==> src/rtl/bcd_updown_display.sv <==
// Parametrised BCD up/down counter with load, wrap pulse and a multiplexed seven-segment driver.
// Optional leading-zero blanking is enabled by defining BCD_DISP_LZ_BLANK_EN.
module bcd_updown_display #(
    parameter int unsigned DIGITS    = 2,
    parameter int unsigned MAX_COUNT = 99,
    parameter int unsigned SCAN_DIV  = 1000
) (
    input  logic                  clk,
    input  logic                  reset,
    input  logic                  en,
    input  logic                  updown,
    input  logic                  load,
    input  logic [4*DIGITS-1:0]   load_val,
    output logic [4*DIGITS-1:0]   count,
    output logic                  tc,
    output logic [7:0]            seg,
    output logic [DIGITS-1:0]     an
);

    localparam int unsigned CW    = 4 * DIGITS;
    localparam int unsigned IDX_W = (DIGITS > 1) ? $clog2(DIGITS) : 1;
    localparam int unsigned PS_W  = $clog2(SCAN_DIV);

    function automatic logic [CW-1:0] to_bcd(input int unsigned v);
        logic [CW-1:0] r;
        int unsigned   x;
        r = '0;
        x = v;
        for (int i = 0; i < DIGITS; i++) begin
            r[4*i +: 4] = 4'(x % 10);
            x           = x / 10;
        end
        return r;
    endfunction

    function automatic logic [7:0] seg_decode(input logic [3:0] n);
        case (n)
            4'd0:    return 8'b0000_0011;
            4'd1:    return 8'b1001_1111;
            4'd2:    return 8'b0010_0101;
            4'd3:    return 8'b0000_1101;
            4'd4:    return 8'b1001_1001;
            4'd5:    return 8'b0100_1001;
            4'd6:    return 8'b0100_0001;
            4'd7:    return 8'b0001_1111;
            4'd8:    return 8'b0000_0001;
            4'd9:    return 8'b0000_1001;
            default: return 8'b1111_1111;
        endcase
    endfunction

    localparam logic [CW-1:0] MAX_BCD = to_bcd(MAX_COUNT);

    logic [CW-1:0]     count_q, count_d;
    logic              tc_q, tc_d;
    logic [PS_W-1:0]   ps_q, ps_d;
    logic [IDX_W-1:0]  idx_q, idx_d;
    logic [DIGITS-1:0] an_q, an_d;
    logic [7:0]        seg_q, seg_d;

    logic              load_ok;
    logic [CW-1:0]     inc_val, dec_val;
    logic              carry, borrow;
    logic [3:0]        nib;

    // With every nibble <= 9, BCD ordering equals plain binary ordering.
    always_comb begin
        load_ok = (load_val <= MAX_BCD);
        for (int i = 0; i < DIGITS; i++) begin
            if (load_val[4*i +: 4] > 4'd9) load_ok = 1'b0;
        end
    end

    // Decimal increment/decrement with ripple carry/borrow across nibbles.
    always_comb begin
        inc_val = count_q;
        dec_val = count_q;
        carry   = 1'b1;
        borrow  = 1'b1;
        for (int i = 0; i < DIGITS; i++) begin
            if (carry) begin
                if (count_q[4*i +: 4] == 4'd9) begin
                    inc_val[4*i +: 4] = 4'd0;
                end else begin
                    inc_val[4*i +: 4] = count_q[4*i +: 4] + 4'd1;
                    carry             = 1'b0;
                end
            end
            if (borrow) begin
                if (count_q[4*i +: 4] == 4'd0) begin
                    dec_val[4*i +: 4] = 4'd9;
                end else begin
                    dec_val[4*i +: 4] = count_q[4*i +: 4] - 4'd1;
                    borrow            = 1'b0;
                end
            end
        end
    end

    // Counter next state: load beats en; an invalid load still blocks en.
    always_comb begin
        count_d = count_q;
        tc_d    = 1'b0;
        if (load) begin
            if (load_ok) count_d = load_val;
        end else if (en) begin
            if (!updown) begin
                if (count_q == MAX_BCD) begin
                    count_d = '0;
                    tc_d    = 1'b1;
                end else begin
                    count_d = inc_val;
                end
            end else begin
                if (count_q == '0) begin
                    count_d = MAX_BCD;
                    tc_d    = 1'b1;
                end else begin
                    count_d = dec_val;
                end
            end
        end
    end

    // an and seg are both built from the next index so they switch on the same edge.
    always_comb begin
        ps_d  = ps_q + PS_W'(1);
        idx_d = idx_q;
        if (ps_q == PS_W'(SCAN_DIV - 1)) begin
            ps_d = '0;
            if (idx_q == IDX_W'(DIGITS - 1)) idx_d = '0;
            else                             idx_d = idx_q + IDX_W'(1);
        end
        an_d = ~(DIGITS'(1) << idx_d);
        nib  = 4'd0;
        for (int i = 0; i < DIGITS; i++) begin
            if (idx_d == IDX_W'(i)) nib = count_q[4*i +: 4];
        end
    end

`ifdef BCD_DISP_LZ_BLANK_EN
    logic blank;

    // Blank digit k>=1 when it and every higher nibble are zero.
    always_comb begin
        blank = (idx_d != '0);
        for (int i = 0; i < DIGITS; i++) begin
            if ((IDX_W'(i) >= idx_d) && (count_q[4*i +: 4] != 4'd0)) blank = 1'b0;
        end
        seg_d = blank ? 8'b1111_1111 : seg_decode(nib);
    end
`else
    always_comb begin
        seg_d = seg_decode(nib);
    end
`endif

    always_ff @(posedge clk or posedge reset) begin
        if (reset) begin
            count_q <= '0;
            tc_q    <= 1'b0;
            ps_q    <= '0;
            idx_q   <= '0;
            an_q    <= ~DIGITS'(1);
            seg_q   <= 8'b0000_0011;
        end else begin
            count_q <= count_d;
            tc_q    <= tc_d;
            ps_q    <= ps_d;
            idx_q   <= idx_d;
            an_q    <= an_d;
            seg_q   <= seg_d;
        end
    end

    assign count = count_q;
    assign tc    = tc_q;
    assign seg   = seg_q;
    assign an    = an_q;

endmodule

==> config.mk <==
export PLATFORM = sky130hd
export DESIGN_NAME = bcd_updown_display
export DESIGN_NICKNAME = d
export VERILOG_FILES = /design/src/rtl/bcd_updown_display.sv
export SDC_FILE = /design/constraint.sdc
export NUM_CORES = 1
export LEC_CHECK = 0
export ABC_AREA = 1
export BUFFER_PORTS_ARGS = -buffer_cell sky130_fd_sc_hd__clkbuf_2
export CAP_MARGIN = 20
export CORE_UTILIZATION = 35
export CTS_BUF_LIST = sky130_fd_sc_hd__clkbuf_8
export DETAILED_ROUTE_END_ITERATION = 10
export GPL_TIMING_DRIVEN = 0
export PLACE_DENSITY_LB_ADDON = 0.15
export SLEW_MARGIN = 5
export SYNTH_ARGS = -nofsm -noshare
export SYNTH_HDL_FRONTEND = slang
export SYNTH_SLANG_ARGS = --single-unit
==> constraint.sdc <==
create_clock -name clk -period 5 [get_ports clk]
set_input_delay 0.25 -clock clk [delete_from_list [all_inputs] [get_ports clk]]
set_output_delay 0.25 -clock clk [all_outputs]
set_load 0.03 [all_outputs]
# Word-level counts from Yosys, hierarchy flattened
# Memories as Yosys holds them, arrays and structs flattened. A register that Yosys moved wholly into a read port is not among the register bits.
# Cells that the tools add are included.
totals:
  output_inout_bits: 19
  reg_bits: 30
  rom_bits: 112
  n_memories: 1
  input_bits: 13
classes:
  n_eq_ne: 6
  add_sub_neg: 6
  n_shift: 1
  n_reduce_logical: 7
  magnitude_cmp: 3
  n_bitwise: 1
  muxes: 25
mem_list:
  columns: ["name", "depth", "word_bits", "read_ports", "rd_ports_with_merged_regs", "write_ports", "line", "source"]
  rows:
  - ["(no name shown)", 16, 7, 1, 1, 0, "37", "case (n)"]
ops:
  columns: ["cell", "n"]
  rows:
  - ["8-bit 2-to-1 mux", 6]
  - ["4-bit 2-to-1 mux", 7]
  - ["1-bit 2-to-1 mux", 11]
  - ["10-bit by 1-bit adder with 10-bit output (second input constant)", 1]
  - ["10-bit equality test (second input constant)", 1]
  - ["10-bit 2-to-1 mux", 1]
  - ["4-bit by 1-bit adder with 4-bit output (second input constant)", 2]
  - ["4-bit equality test (second input constant)", 2]
  - ["8-bit equality test (second input constant)", 1]
  - ["4-bit > comparator (second input constant)", 2]
  - ["8-bit less-or-equal comparator (second input constant)", 1]
  - ["4-bit logical NOT", 2]
  - ["8-bit logical NOT", 1]
  - ["4-bit by 1-bit subtractor with 4-bit output (second input constant)", 2]
  - ["4-bit by 1-bit inequality test with 1-bit output (second input constant)", 1]
  - ["4-bit AND reduction", 1]
  - ["4-bit nonzero test", 1]
  - ["2-bit by 1-bit inequality test with 1-bit output (second input constant)", 1]
  - ["2-bit inverter", 1]
  - ["2-bit AND reduction", 1]
  - ["2-bit nonzero test", 1]
  - ["1-bit by 1-bit << shifter with 2-bit output (first input constant)", 1]
  - ["1-bit adder (second input constant)", 1]

# Longest topological paths before layout
logic_depth:
  ltp_word: 7
  depth_mapped: 13

# Least setup slack after synthesis
# OpenSTA, ideal clock, no wires.
synth_path:
  kind: "reg2reg"
  from: "register ps_q[0]"
  to: "register seg_q[4] (netlist: seg[4])"
  arrival_ns: 1.777
  period_less_slack_ns: 1.895
  path_stages_with_launch: 11
  t_required_ns: 4.883
  path_slack_ns: 3.105
  setup_ns: 0.117
  cell_sequence: "dfrtp_1 > ha_1 > nand2_2 > nor2_4 > nand4_2 > nand3_1 > nand2_1 > ha_1 > nand3b_1 > nand3_1 > nand2_1"
synth_via:
  elab_chain_len: 3
synth_lines:
  columns: ["element", "line", "source"]
  rows:
  - ["start, declared", "56", "logic [PS_W-1:0] ps_q, ps_d;"]
  - ["start signal, assigned", "169", "ps_q <= ps_d;"]
  - ["10-bit equality test", "129", "if (ps_q == PS_W'(SCAN_DIV - 1)) begin"]
  - ["1-bit 2-to-1 mux", "129", null]
  - ["4-bit 2-to-1 mux", "137", "if (idx_d == IDX_W'(i)) nib = count_q[4*i +: 4];"]
  - ["end, declared", "59", "logic [7:0] seg_q, seg_d;"]
# Every way passes these cells.
# A chain may end at the register's enable or synchronous reset.

# Worst setup path after layout
# Same ends and word-level chain as after synthesis.

==> impl_results.md <==
* Status: completed
* Die area at 5800 um2
* Max-cap violations at 0
* Number of routed nets with antenna violations at 0
* Clock Sink Count at 28
* Final hold viol count at 0
* Total Routed Length at 4020 um
* Top Layer Used: met4
* Pwr Total at between 0.8 and 0.9 mW
* Global route overflow at 0
* Drt drc at 0
* Seq/Total Area, Yosys at 0.365
* Row count at 26
* Final number of setup-violating endpoints at 0
* Top-area cell type share of the netlist area at 0.338
* Fraction of registers with async set/reset at 1.00
* DR vias/cell at between 4 and 5
* Level count of the clock H-tree at 1
* Most common cell in the netlist: nand2_1
* Postcts setup bufs at 0
* CTS resizes at 0
* Initial antenna violation count at 0
* Pin count of the biggest net entering global routing at 16
* Leading register cell type out of synthesis: dfrtp_1
* Post-synth EDFFs at 0
* Initial DRC Count at 68
* Crit path max fanout at 6
* Req. time, crit path at 5.17 ns
* Fin. max-slew vios at 0
* I/O Buffers at 29
* Initial Util at 0.370
* Die Span Y at 76.2 um
* Seq cells post-synth at 28
* Top cells by count, synth: nand2_1, inv_1, dfrtp_1
* CORE AREA at 5200 um2
* Cells after DPL at between 300 and 400
* Worst reg2reg path startpoint: ps_q[0]
* Setup CP Type: reg -> reg
* TritonRoute pass-1 iters at 4
* Fin cells at 352
* Biggest area consumer among synthesized cells: dfrtp_1
* Clock skew at about 0.0054 ns
* Final net count at approximately 310
* Antenna cells at 0
* Unrepaired setup endpoints after global routing: false
* Worst Path Arrival at 2.35 ns
* Synth warnings at 0
* Gr usage total at 0.157
* CP max stage cell: dfrtp_1
* Layout overhead on the synthesized area at 15.9%
* Netlist cell types at 35
* Synthesized area per cell at 7.76 um2
* CTS tree: built
* Critical Path Sink Type: register
* Leakage power at 1.19 nW
* Maximum clock rate at 458 MHz
* Peak supply drop at 0.155 mV
* Min Tclk post-route at approximately 2.2 ns
* Hold Path Class: in -> async
* Syn_nets at roughly 270
* Syn Std Cell Area at just under 2000 um2
* Clk_lat worst skew at ~0.27 ns
* Routed WL per cell at 11.4 um
* Top cells by area, synth: dfrtp_1, nand2_1, ha_1
* First-pass GRT wire length at 7470 um
* Post-Synthesis Cells at 248
* Die Span X at 76.2 um
* Count of hold buffers inserted by post-cts repair at 0
* Rel. slew slack at 0.599
* Clk buf depth at 2
* Final worst slack at 2.82 ns
* CP startpoint: ps_q[0]
* Dpl hpwl at 3140 um
* Largest stage delay, worst path at 0.43 ns
* Worst-Margin Slew at 0.601 ns
* CP most frequent cell: nand3_1
* Vias in the first global route at 1,632
* GPL Wtd Cong at 0.815
* Period utilisation layout at 0.437
* Clock transition at path regs at 0.10 ns
* Via count at 1,602
* Pre-CTS setup slack at between 2 and 3 ns
* CP cell instances: ha_1, nand2_2, nor2_4, nand3_4, nand2_2, nand3_1, nand2_1, inv_1, ha_1, inv_1, nand3_1, nand3_1, nand2_1
* I/O Pins at 32
* Setup Total Neg Slack at 0 ns
* Startpoint Class: register
* TritonCTS Buffers at 3
* Met2 WL post-DR at between 1500 and 2000 um
* Hold slack final at 0.0130 ns
* Share of cells above drive strength 1 at 0.209
* Clk root buf: clkbuf_8
* PwrDens at 359 nW/um2
* WL met3 at 151 um
* M1 WL at 2130 um
-- critical path, delay by kind of cell (launching register included) --
family,cells,cell delay (ns)
adder cells (fa/ha/maj),2,0.44
buffers and inverters,2,0.15
flip-flops,1,0.43
AND/OR/NAND/NOR,9,1.06
-- power by group --
part           total [mW]  leakage (nW)  switching, mW  internal (mW)
logic               0.373         0.826          0.254          0.118
registers           0.304         0.341         0.0335          0.271
clock network       0.124        0.0269         0.0686         0.0550
-- sequential cells by signal (all words and copies together) (netlist names) --
| signal | cells |
|---|---|
| seg | 7 |
| count | 8 |
| ps_q | 10 |
| an | 2 |
| tc | 1 |
-- per-layer routing --
layer  vias up  global-route usage
met4         0              0.0500
li1        865                   -
met5         -                   0
met1       691               0.221
met3         6              0.0251
met2        40               0.245
-- worst paths after layout --
path	depth (start not counted)	to	slack (ns)
setup / recovery	13	seg[4]	2.82
hold / removal	2	ps_q[1]	0.01
setup reg to reg	13	seg[4]	2.82
hold reg to reg	1	ps_q[2]	0.55
max in group asynchronous	3	an[1]	4.41
min in group clk	3	tc	0.22
-- metrics by stage --
stage,utilization,area (um2)
floorplan,-,1920
global placement,0.414,2160
detailed placement,0.420,2180
CTS,0.428,2230
global route,0.428,2230
finish,0.428,2230
-- logic make-up (layout without fill, tap and decap cells) --
group                      count (synthesis)  count (layout)  synth area share
other                                      1               1           0.00195
DFF                                       28              28             0.365
buffers and inverters                     43              77            0.0884
and+or+nand+nor                          119             119             0.317
adders and majority gates                 12              12            0.0780
AOI/OAI and AO/OA                         35              35             0.103
xor gates and xnor gates                  10              10            0.0455
-- area by class of cell --
cell class                 count  area, um2
inverter                      38        143
clock buffer                   3       41.3
multi-input combinational    177       1050
tap                           70       87.6
fill                         545       2980
sequential                    28        703
clock inverter                 1       3.75
buffer                         5       27.5
timing repair buffer          30        173
-- layout by cell type, fill, tap and decap left out, types with 2 or more instances in the layout --
cell type / count
nand3_2: 2
o211ai_1: 3
clkbuf_8: 3
dfstp_2: 2
nand4_2: 2
a31oi_1: 2
clkbuf_1: 2
nand3_4: 2
dfrtp_1: 26
nand2_1: 51
nor2_1: 16
nor2_4: 2
a21oi_1: 8
inv_1: 37
nor3_1: 3
nand2_2: 7
nand2_4: 3
o21ai_0: 17
clkbuf_2: 30
nand4_1: 2
xnor2_1: 4
xor2_1: 6
ha_1: 12
inv_2: 2
nand3_1: 25
buf_4: 2
Power figures use the tool's default switching activity.
